===== config.mk =====
export PLATFORM = sky130hd
export DESIGN_NAME = prach_mixer
export DESIGN_NICKNAME = d
export VERILOG_FILES = /design/src/rtl/prach_mixer.sv
export SDC_FILE = /design/constraint.sdc
export NUM_CORES = 2
export LEC_CHECK = 0
export BUFFER_PORTS_ARGS = -buffer_cell sky130_fd_sc_hd__buf_4
export CAP_MARGIN = 20
export CORE_UTILIZATION = 48
export CTS_CLUSTER_DIAMETER = 120
export DETAILED_ROUTE_END_ITERATION = 7
export HOLD_SLACK_MARGIN = 0.03
export MAX_ROUTING_LAYER = met4
export PLACE_DENSITY = 0.76
export SLEW_MARGIN = 5
export SYNTH_ARGS = -nofsm -noshare
export SYNTH_HDL_FRONTEND = slang
export SYNTH_SLANG_ARGS = --single-unit

===== constraint.sdc =====
create_clock -name clk -period 8.96 [get_ports clk]
set_input_delay 1.792 -clock clk [delete_from_list [all_inputs] [get_ports clk]]
set_output_delay 1.792 -clock clk [all_outputs]
set_load 0.01 [all_outputs]

===== src/rtl/prach_mixer.sv =====
// -----------------------------------------------------------------------------
// prach_mixer
//
// Complex down-conversion mixer for the time-interleaved PRACH datapath.
// Each 8-channel TDM IQ sample is multiplied by the conjugate oscillator
// (cos - j*sin) that the PRACH NCO produces for the same channel.
//
//   dout_i = round(a_i*cos + a_q*sin)
//   dout_q = round(a_q*cos - a_i*sin)
//
// The sample stream is delayed to line up with the NCO output. Any disagreement
// between the delayed stream and the NCO sideband raises a sticky flag.
//
// Parameters
//   NCO_LATENCY  NCO input-to-output latency in cycles (1..16), default 4
//   DW           IQ sample width, signed two's complement, default 16
//
// Ports
//   clk, rst        clock and asynchronous active-high reset
//   din_i/din_q     input IQ sample (signed DW)
//   din_dv/din_chn  sample valid and channel (same signals that feed the NCO)
//   sync_in         frame sync (same pulse that feeds the NCO)
//   nco_cos/sin     NCO outputs, fi(1,16,14)
//   nco_dv/chn/sync NCO sideband outputs
//   dout_i/dout_q   mixed output, valid while dout_dv is high
//   dout_dv/chn     output valid and channel
//   sync_out        sync delayed by NCO_LATENCY + 3 cycles
//   align_err       sticky misalignment flag, cleared by err_clr
//   err_clr         synchronous clear for align_err (a new mismatch wins)
//
// Latency: din_* -> dout_* is NCO_LATENCY + 3 cycles; nco_* -> dout_* is 3.
//
// Build option: define PRACH_MIXER_SAT_EN to saturate the stage-3 reduction.
// Without it, stage 3 keeps the low DW bits, so results wrap.
// -----------------------------------------------------------------------------
module prach_mixer #(
  parameter int NCO_LATENCY = 4,
  parameter int DW          = 16
) (
  input  logic                 clk,
  input  logic                 rst,
  input  logic signed [DW-1:0] din_i,
  input  logic signed [DW-1:0] din_q,
  input  logic                 din_dv,
  input  logic [7:0]           din_chn,
  input  logic                 sync_in,
  input  logic signed [15:0]   nco_cos,
  input  logic signed [15:0]   nco_sin,
  input  logic                 nco_dv,
  input  logic [7:0]           nco_chn,
  input  logic                 nco_sync,
  output logic signed [DW-1:0] dout_i,
  output logic signed [DW-1:0] dout_q,
  output logic                 dout_dv,
  output logic [7:0]           dout_chn,
  output logic                 sync_out,
  output logic                 align_err,
  input  logic                 err_clr
);

  localparam int CW   = 16;        // NCO word width
  localparam int PW   = DW + CW;   // full product width
  localparam int SW   = PW + 1;    // sum of two products
  localparam int FRAC = 14;        // NCO fractional bits
  localparam int PIPE = 3;         // mixer stages after alignment

  localparam logic signed [SW-1:0] RND_HALF = SW'(1 << (FRAC - 1));

`ifdef PRACH_MIXER_SAT_EN
  localparam logic signed [SW-1:0] SAT_MAX = {{(SW-DW+1){1'b0}}, {(DW-1){1'b1}}};
  localparam logic signed [SW-1:0] SAT_MIN = {{(SW-DW+1){1'b1}}, {(DW-1){1'b0}}};
`endif

  genvar gi;

  // ---------------------------------------------------------------------------
  // Alignment shift register.
  // Tap 0 is the raw input. Tap gi+1 is the output of stage gi.
  // Only the valid and sync bits are reset. The data and channel bits are
  // don't-care while valid is low.
  // ---------------------------------------------------------------------------
  logic                 al_dv   [NCO_LATENCY+1];
  logic                 al_sync [NCO_LATENCY+1];
  logic [7:0]           al_chn  [NCO_LATENCY+1];
  logic signed [DW-1:0] al_i    [NCO_LATENCY+1];
  logic signed [DW-1:0] al_q    [NCO_LATENCY+1];

  assign al_dv[0]   = din_dv;
  assign al_sync[0] = sync_in;
  assign al_chn[0]  = din_chn;
  assign al_i[0]    = din_i;
  assign al_q[0]    = din_q;

  generate
    for (gi = 0; gi < NCO_LATENCY; gi++) begin : g_align
      logic                 dv_reg;
      logic                 sync_reg;
      logic [7:0]           chn_reg;
      logic signed [DW-1:0] i_reg;
      logic signed [DW-1:0] q_reg;

      always_ff @(posedge clk or posedge rst) begin
        if (rst) begin
          dv_reg   <= 1'b0;
          sync_reg <= 1'b0;
        end else begin
          dv_reg   <= al_dv[gi];
          sync_reg <= al_sync[gi];
        end
      end

      always_ff @(posedge clk) begin
        chn_reg <= al_chn[gi];
        i_reg   <= al_i[gi];
        q_reg   <= al_q[gi];
      end

      assign al_dv[gi+1]   = dv_reg;
      assign al_sync[gi+1] = sync_reg;
      assign al_chn[gi+1]  = chn_reg;
      assign al_i[gi+1]    = i_reg;
      assign al_q[gi+1]    = q_reg;
    end
  endgenerate

  logic                 a_dv;
  logic                 a_sync;
  logic [7:0]           a_chn;
  logic signed [DW-1:0] a_i;
  logic signed [DW-1:0] a_q;

  assign a_dv   = al_dv[NCO_LATENCY];
  assign a_sync = al_sync[NCO_LATENCY];
  assign a_chn  = al_chn[NCO_LATENCY];
  assign a_i    = al_i[NCO_LATENCY];
  assign a_q    = al_q[NCO_LATENCY];

  // ---------------------------------------------------------------------------
  // Alignment check.
  // Valid and sync must match every cycle. The channel is only meaningful
  // while the delayed sample is valid.
  // The flag reports problems only; mixing proceeds regardless.
  // ---------------------------------------------------------------------------
  logic mismatch;
  logic align_err_reg;
  logic align_err_next;

  assign mismatch = (a_dv != nco_dv) ||
                    (a_sync != nco_sync) ||
                    (a_dv && (a_chn != nco_chn));

  always_comb begin
    align_err_next = align_err_reg;
    if (err_clr) begin
      align_err_next = 1'b0;
    end
    // A new mismatch overrides a clear in the same cycle.
    if (mismatch) begin
      align_err_next = 1'b1;
    end
  end

  always_ff @(posedge clk or posedge rst) begin
    if (rst) begin
      align_err_reg <= 1'b0;
    end else begin
      align_err_reg <= align_err_next;
    end
  end

  assign align_err = align_err_reg;

  // ---------------------------------------------------------------------------
  // Stage 1: four registered signed products.
  //   0: a_i*cos   1: a_q*sin   2: a_q*cos   3: a_i*sin
  // ---------------------------------------------------------------------------
  logic signed [DW-1:0] mul_a [4];
  logic signed [CW-1:0] mul_b [4];
  logic signed [PW-1:0] prod  [4];

  assign mul_a[0] = a_i;  assign mul_b[0] = nco_cos;
  assign mul_a[1] = a_q;  assign mul_b[1] = nco_sin;
  assign mul_a[2] = a_q;  assign mul_b[2] = nco_cos;
  assign mul_a[3] = a_i;  assign mul_b[3] = nco_sin;

  generate
    for (gi = 0; gi < 4; gi++) begin : g_mul
      logic signed [PW-1:0] prod_reg;

      // Both operands are sign-extended to the full product width, so the
      // product is exact.
      always_ff @(posedge clk) begin
        prod_reg <= PW'(mul_a[gi]) * PW'(mul_b[gi]);
      end

      assign prod[gi] = prod_reg;
    end
  endgenerate

  // ---------------------------------------------------------------------------
  // Stage 2: conjugate-multiply sums.
  // Rounding is half-up: add 2^13, then arithmetic shift right by 14.
  // The 33-bit sum cannot overflow, even for (-2^15)*(-2^15) products.
  // ---------------------------------------------------------------------------
  logic signed [SW-1:0] sum_i;
  logic signed [SW-1:0] sum_q;
  logic signed [SW-1:0] rnd_i_next;
  logic signed [SW-1:0] rnd_q_next;
  logic signed [SW-1:0] rnd_i_reg;
  logic signed [SW-1:0] rnd_q_reg;

  always_comb begin
    sum_i      = SW'(prod[0]) + SW'(prod[1]);
    sum_q      = SW'(prod[2]) - SW'(prod[3]);
    rnd_i_next = (sum_i + RND_HALF) >>> FRAC;
    rnd_q_next = (sum_q + RND_HALF) >>> FRAC;
  end

  always_ff @(posedge clk) begin
    rnd_i_reg <= rnd_i_next;
    rnd_q_reg <= rnd_q_next;
  end

  // ---------------------------------------------------------------------------
  // Stage 3: reduce the rounded value to DW bits, then register the output.
  // ---------------------------------------------------------------------------
  function automatic logic signed [DW-1:0] reduce(input logic signed [SW-1:0] v);
`ifdef PRACH_MIXER_SAT_EN
    if (v > SAT_MAX) begin
      reduce = SAT_MAX[DW-1:0];
    end else if (v < SAT_MIN) begin
      reduce = SAT_MIN[DW-1:0];
    end else begin
      reduce = v[DW-1:0];
    end
`else
    reduce = v[DW-1:0];
`endif
  endfunction

  logic signed [DW-1:0] dout_i_reg;
  logic signed [DW-1:0] dout_q_reg;

  always_ff @(posedge clk or posedge rst) begin
    if (rst) begin
      dout_i_reg <= '0;
      dout_q_reg <= '0;
    end else begin
      dout_i_reg <= reduce(rnd_i_reg);
      dout_q_reg <= reduce(rnd_q_reg);
    end
  end

  assign dout_i = dout_i_reg;
  assign dout_q = dout_q_reg;

  // ---------------------------------------------------------------------------
  // Sideband pipeline.
  // Valid, channel and sync travel alongside the three mixer stages.
  // All of these bits are reset, so a reset discards in-flight samples at once.
  // ---------------------------------------------------------------------------
  logic       sd_dv   [PIPE+1];
  logic       sd_sync [PIPE+1];
  logic [7:0] sd_chn  [PIPE+1];

  assign sd_dv[0]   = a_dv;
  assign sd_sync[0] = a_sync;
  assign sd_chn[0]  = a_chn;

  generate
    for (gi = 0; gi < PIPE; gi++) begin : g_side
      logic       dv_reg;
      logic       sync_reg;
      logic [7:0] chn_reg;

      always_ff @(posedge clk or posedge rst) begin
        if (rst) begin
          dv_reg   <= 1'b0;
          sync_reg <= 1'b0;
          chn_reg  <= '0;
        end else begin
          dv_reg   <= sd_dv[gi];
          sync_reg <= sd_sync[gi];
          chn_reg  <= sd_chn[gi];
        end
      end

      assign sd_dv[gi+1]   = dv_reg;
      assign sd_sync[gi+1] = sync_reg;
      assign sd_chn[gi+1]  = chn_reg;
    end
  endgenerate

  assign dout_dv  = sd_dv[PIPE];
  assign sync_out = sd_sync[PIPE];
  assign dout_chn = sd_chn[PIPE];

endmodule


* Word-level counts from Yosys, hierarchy flattened *
Index checks and enable logic that the tools add are counted.

word-level totals
  register bits after elaboration = 383
  latch bits = 0
  RAM bits = 0
  bits in read-only memories = 0
  memories kept = 0

operators by class
  add/subtract/negate cells = 4
  $mul = 4
  div/mod/pow operators = 0
  magnitude comparators = 0
  equal/unequal tests = 3
  shifts and indexed selects = 0
  multiplexer cells = 2
  bitwise operators = 0
  reductions and logical operators = 4

operators with widths
  operator                                        count
  multiplier 16 x 16 -> 30 bit                    4
  adder 30 x 15 -> 30 bit, second input constant  2
  adder 30 bit                                    1
  subtractor 30 bit                               1
  != test 8 bit                                   1
  logical OR 1 bit                                2
  2-to-1 mux 1 bit                                2
  != test 1 bit                                   2
  nonzero test 2 bit                              1
  logical AND 1 bit                               1

* Depth between registers and ports, before layout *
  depth in word-level cells = 4
  gate-level depth with buffers = 26
  depth with buffers taken out = 24

* Least setup slack after synthesis *
No wires, ideal clock.

  path type = input-to-reg
  start = input port nco_sin[7]
  end = register g_mul[1].prod_reg[29]
  library setup time = 0.072 ns
  arrival time = 7.247 ns
  data required time = 8.888 ns
  slack = 1.641 ns
  stages on the path = 24
  path through = clkbuf_1 -> nand2_1 -> fa_1 -> inv_1 -> fa_1 -> inv_1 -> fa_1 -> inv_1 -> fa_1 -> fa_1 -> inv_1 -> fa_1 -> inv_1 -> ha_1 -> a21o_1 -> a21oi_1 -> o21ai_0 -> a211oi_2 -> o21ai_2 -> a21oi_4 -> o211ai_2 -> a21o_1 -> a21oi_2 -> xnor2_1

between the ends
  word-level cells in the longest chain between the ends = 1

RTL lines
  item                          line  text
  start: declaration            48    input logic signed [15:0] nco_sin,
  multiplier 16 x 16 -> 30 bit  193   prod_reg <= PW'(mul_a[gi]) * PW'(mul_b[gi]);
  end signal: assignment        193
  end: declaration              188   logic signed [PW-1:0] prod_reg;

Every way passes these cells.
A chain may end at the register's enable or synchronous reset.

* Worst setup path in the final report *
  start = input port nco_cos[1]
  end = register g_mul[2].prod_reg[29]

between the ends
  word-level cells in the longest chain between the ends = 1

RTL lines
  item                          line  text
  start: declaration            47    input logic signed [15:0] nco_cos,
  multiplier 16 x 16 -> 30 bit  193
  end signal: assignment        193
  end: declaration              188

Every way passes these cells.

==> qor.yml <==
run_status:
  outcome: "complete, no violations"
clock_tree:
  insertion_delay_ps: 640
  holdBufCountCts: 0
  cts_tree: "yes"
  postCtsSetupBuffers: 0
  cts_buffers: 46
  clock_path_buffers: 3
  cts_sinks: 383
  cts_resized: 0
  htreeDepth: 2
  clkSlewWorstSetupHoldPaths_ps: 70
  root_buffer: "clkbuf_16"
setup_path:
  path_cells: "buf_4 -> nand2_1 -> inv_1 -> fa_1 -> inv_1 -> fa_1 -> inv_1 -> fa_1 -> fa_1 -> fa_1 -> fa_1 -> ha_1 -> and4_1 -> and2_1 -> and3_1 -> a21oi_1 -> a31oi_1 -> o21a_1 -> nor2_1 -> xnor2_1"
  worstPathBufferInverterCount: 4
  critical_path.most_common_cell: "fa_1"
  cp_slowest_cell: "fa_1"
  crit_type: "input port to flip-flop"
  cpPeakStageDelay_ps: 780
  arrival_ps: 7850
  crit_family: "adder cells"
  path_max_fanout: 32
  crit_path_start_kind: "input port"
  cp-end-kind: "flip-flop"
  worst_ep_required_time_ps: 9530
final_layout:
  utilization: 0.526
  drive_gt1_frac: 0.0547
  nets: 6419
  largest_reg_flops: 120
  fill_cells: 8572
  area_growth_pct: 8.02
routing:
  first_iter_violations: 1697
  ant_nets: 0
  vias_per_cell: 5.12
  vias: 32000
  wl_met3_um: 6070
  wl_met2_um: 51400
  drc_errors: 0
  wl_per_cell_um: 17.4
  wl_um: 109000
  drt-met1-wl_um: 43800
  first_pass_iters: 5
  highest_layer: "met4"
global_route:
  antenna_found_initial: 3
  first_global_vias: 35600
  grt_use_total: 0.236
  grt_pass1_wl_um: 184000
  gr-total-overflow: 0
  grt_max_degree: 72
timing:
  post-route-period-util: 0.813
  setup_violations: 0
  max_freq_mhz: 137
  tns_ps: 0
  finalHoldViolations: 0
  fin_skew_ps: 29.5
  post-route-min-period_ps: 7280
  rsz0062_at_grt: "false"
  max_slew_margin: 0.203
  worst_pin_slew_ps: 1190
  drv_slew: 0
die:
  die_w_um: 319
  dieArea_sq_um: 102000
  io_pins: 130
  start_util: 0.487
  die_y_um: 319
  design.core.area_sq_um: 98900
  rows: 115
synth:
  syn_area_per_cell_sq_um: 9.84
  yosys-top-cells-area: "fa_1 (41%), dfxtp_1 (13%), ha_1 (11%), inv_1 (9.1%), and2_1 (6.5%)"
  async_flop_share: 0.185
  synth_seq_cells: 383
  syn_nets: 6392
  yosysWarnings: 0
  ys_types: 62
  synth_edf_count: 0
  synth_ff_type: "dfxtp_1"
  synth_area_sq_um: 48100
  synth_most_common_cell: "inv_1"
  yosysTopAreaCell: "fa_1"
  synthTopCellsByCount: "inv_1 (1164), fa_1 (992), nand2_1 (512)"
  syn_inst: 4887
  ys_seq_area_frac: 0.167
  synth_top_area_frac: 0.413
job:
  drv_cap: 0
place:
  dp_hpwl_um: 84100
  routabilityCongestion: 0.883
  portBuffers: 129
min_path:
  hold_path_class: "flip-flop to flip-flop"
[final timing paths]
check                      cells after the start                    startpoint  slack, ps                            end
max                                           20                    nco_cos[1]       1680  g_mul[2].prod_reg[29]$_DFF_P_
min in group asynchronous                      3                           rst       1440            dout_q[6]$_DFF_PP0_
max in group asynchronous                      3                           rst       6930            dout_i[5]$_DFF_PP0_
min reg2reg                                    0  g_align[2].i_reg[15]$_DFF_P_        320                a_i[15]$_DFF_P_
min                                            0  g_align[2].i_reg[15]$_DFF_P_        320                a_i[15]$_DFF_P_
max reg2reg                                   19                a_q[4]$_DFF_P_       2080  g_mul[1].prod_reg[28]$_DFF_P_
[layer usage]
layer  GRT usage  up-vias
met5           -        -
met4       0.131        0
met3      0.0336      230
met2       0.378      923
met1       0.289    16400
li1            -    14400
[area by class of cell]
class | count | area (sq um) | area share
Antenna cell | 4 | 10.0 | 0.000193
Clock buffer | 55 | 1280 | 0.0246
Clock inverter | 30 | 353 | 0.00679
Inverter | 1165 | 4370 | 0.0842
Multi-Input combinational cell | 3147 | 35000 | 0.673
Sequential cell | 383 | 8030 | 0.154
Tap cell | 1287 | 1610 | 0.0310
Timing Repair Buffer | 171 | 1320 | 0.0255
[worst reg2reg max path: cells and delay by family, from the launching register on]
kind / cells / cell delay (ps)
AO/OA/AOI/OAI: 7 / 1990
XOR/XNOR: 1 / 140
adder cells (fa/ha/maj): 7 / 2960
buffers and inverters: 3 / 490
flip-flops: 1 / 1040
AND/OR/NAND/NOR: 1 / 170
[cell usage in the layout (no fill, tap or decap), types with 41 or more instances in the layout]
cell       Yosys  layout
dfrtp_1       71      71
and2_1       497     497
nand2b_1      42      42
ha_1         426     426
buf_4          0     169
xnor2_1      148     148
xor2_1        41      41
inv_1       1164    1163
nand2_1      512     512
a21oi_1       89      89
o21ai_0       44      44
dfxtp_1      312     309
nor2_1       101     101
fa_1         992     992
clkbuf_16      0      47
[per-stage QoR]
stage	instance area (sq um)	setup WS, ps	hold slack [ps]	std cells
2_1_floorplan	48100	1640	310	4887
4_1_cts	52000	1740	321	6238
5_1_grt	52000	1360	326	6240
3_3_place_gp	50300	1200	310	6151
3_5_place_dp	50300	1080	312	6153
6_report	52000	1680	319	6242
[kinds of logic (layout without fill, tap and decap cells)]
group / Yosys count / in the layout / share of synthesized area
AOI/OAI and AO/OA: 293 / 293 / 0.0400
xor gates and xnor gates: 189 / 189 / 0.0344
adders and majority gates: 1418 / 1418 / 0.524
buffers and inverters: 1357 / 1421 / 0.106
DFF: 383 / 383 / 0.167
other: 0 / 4 / 0
and+or+nand+nor: 1247 / 1247 / 0.129
Power is not shown: default switching activity piles up to over one toggle a cycle in this logic, so the estimate is an artifact.
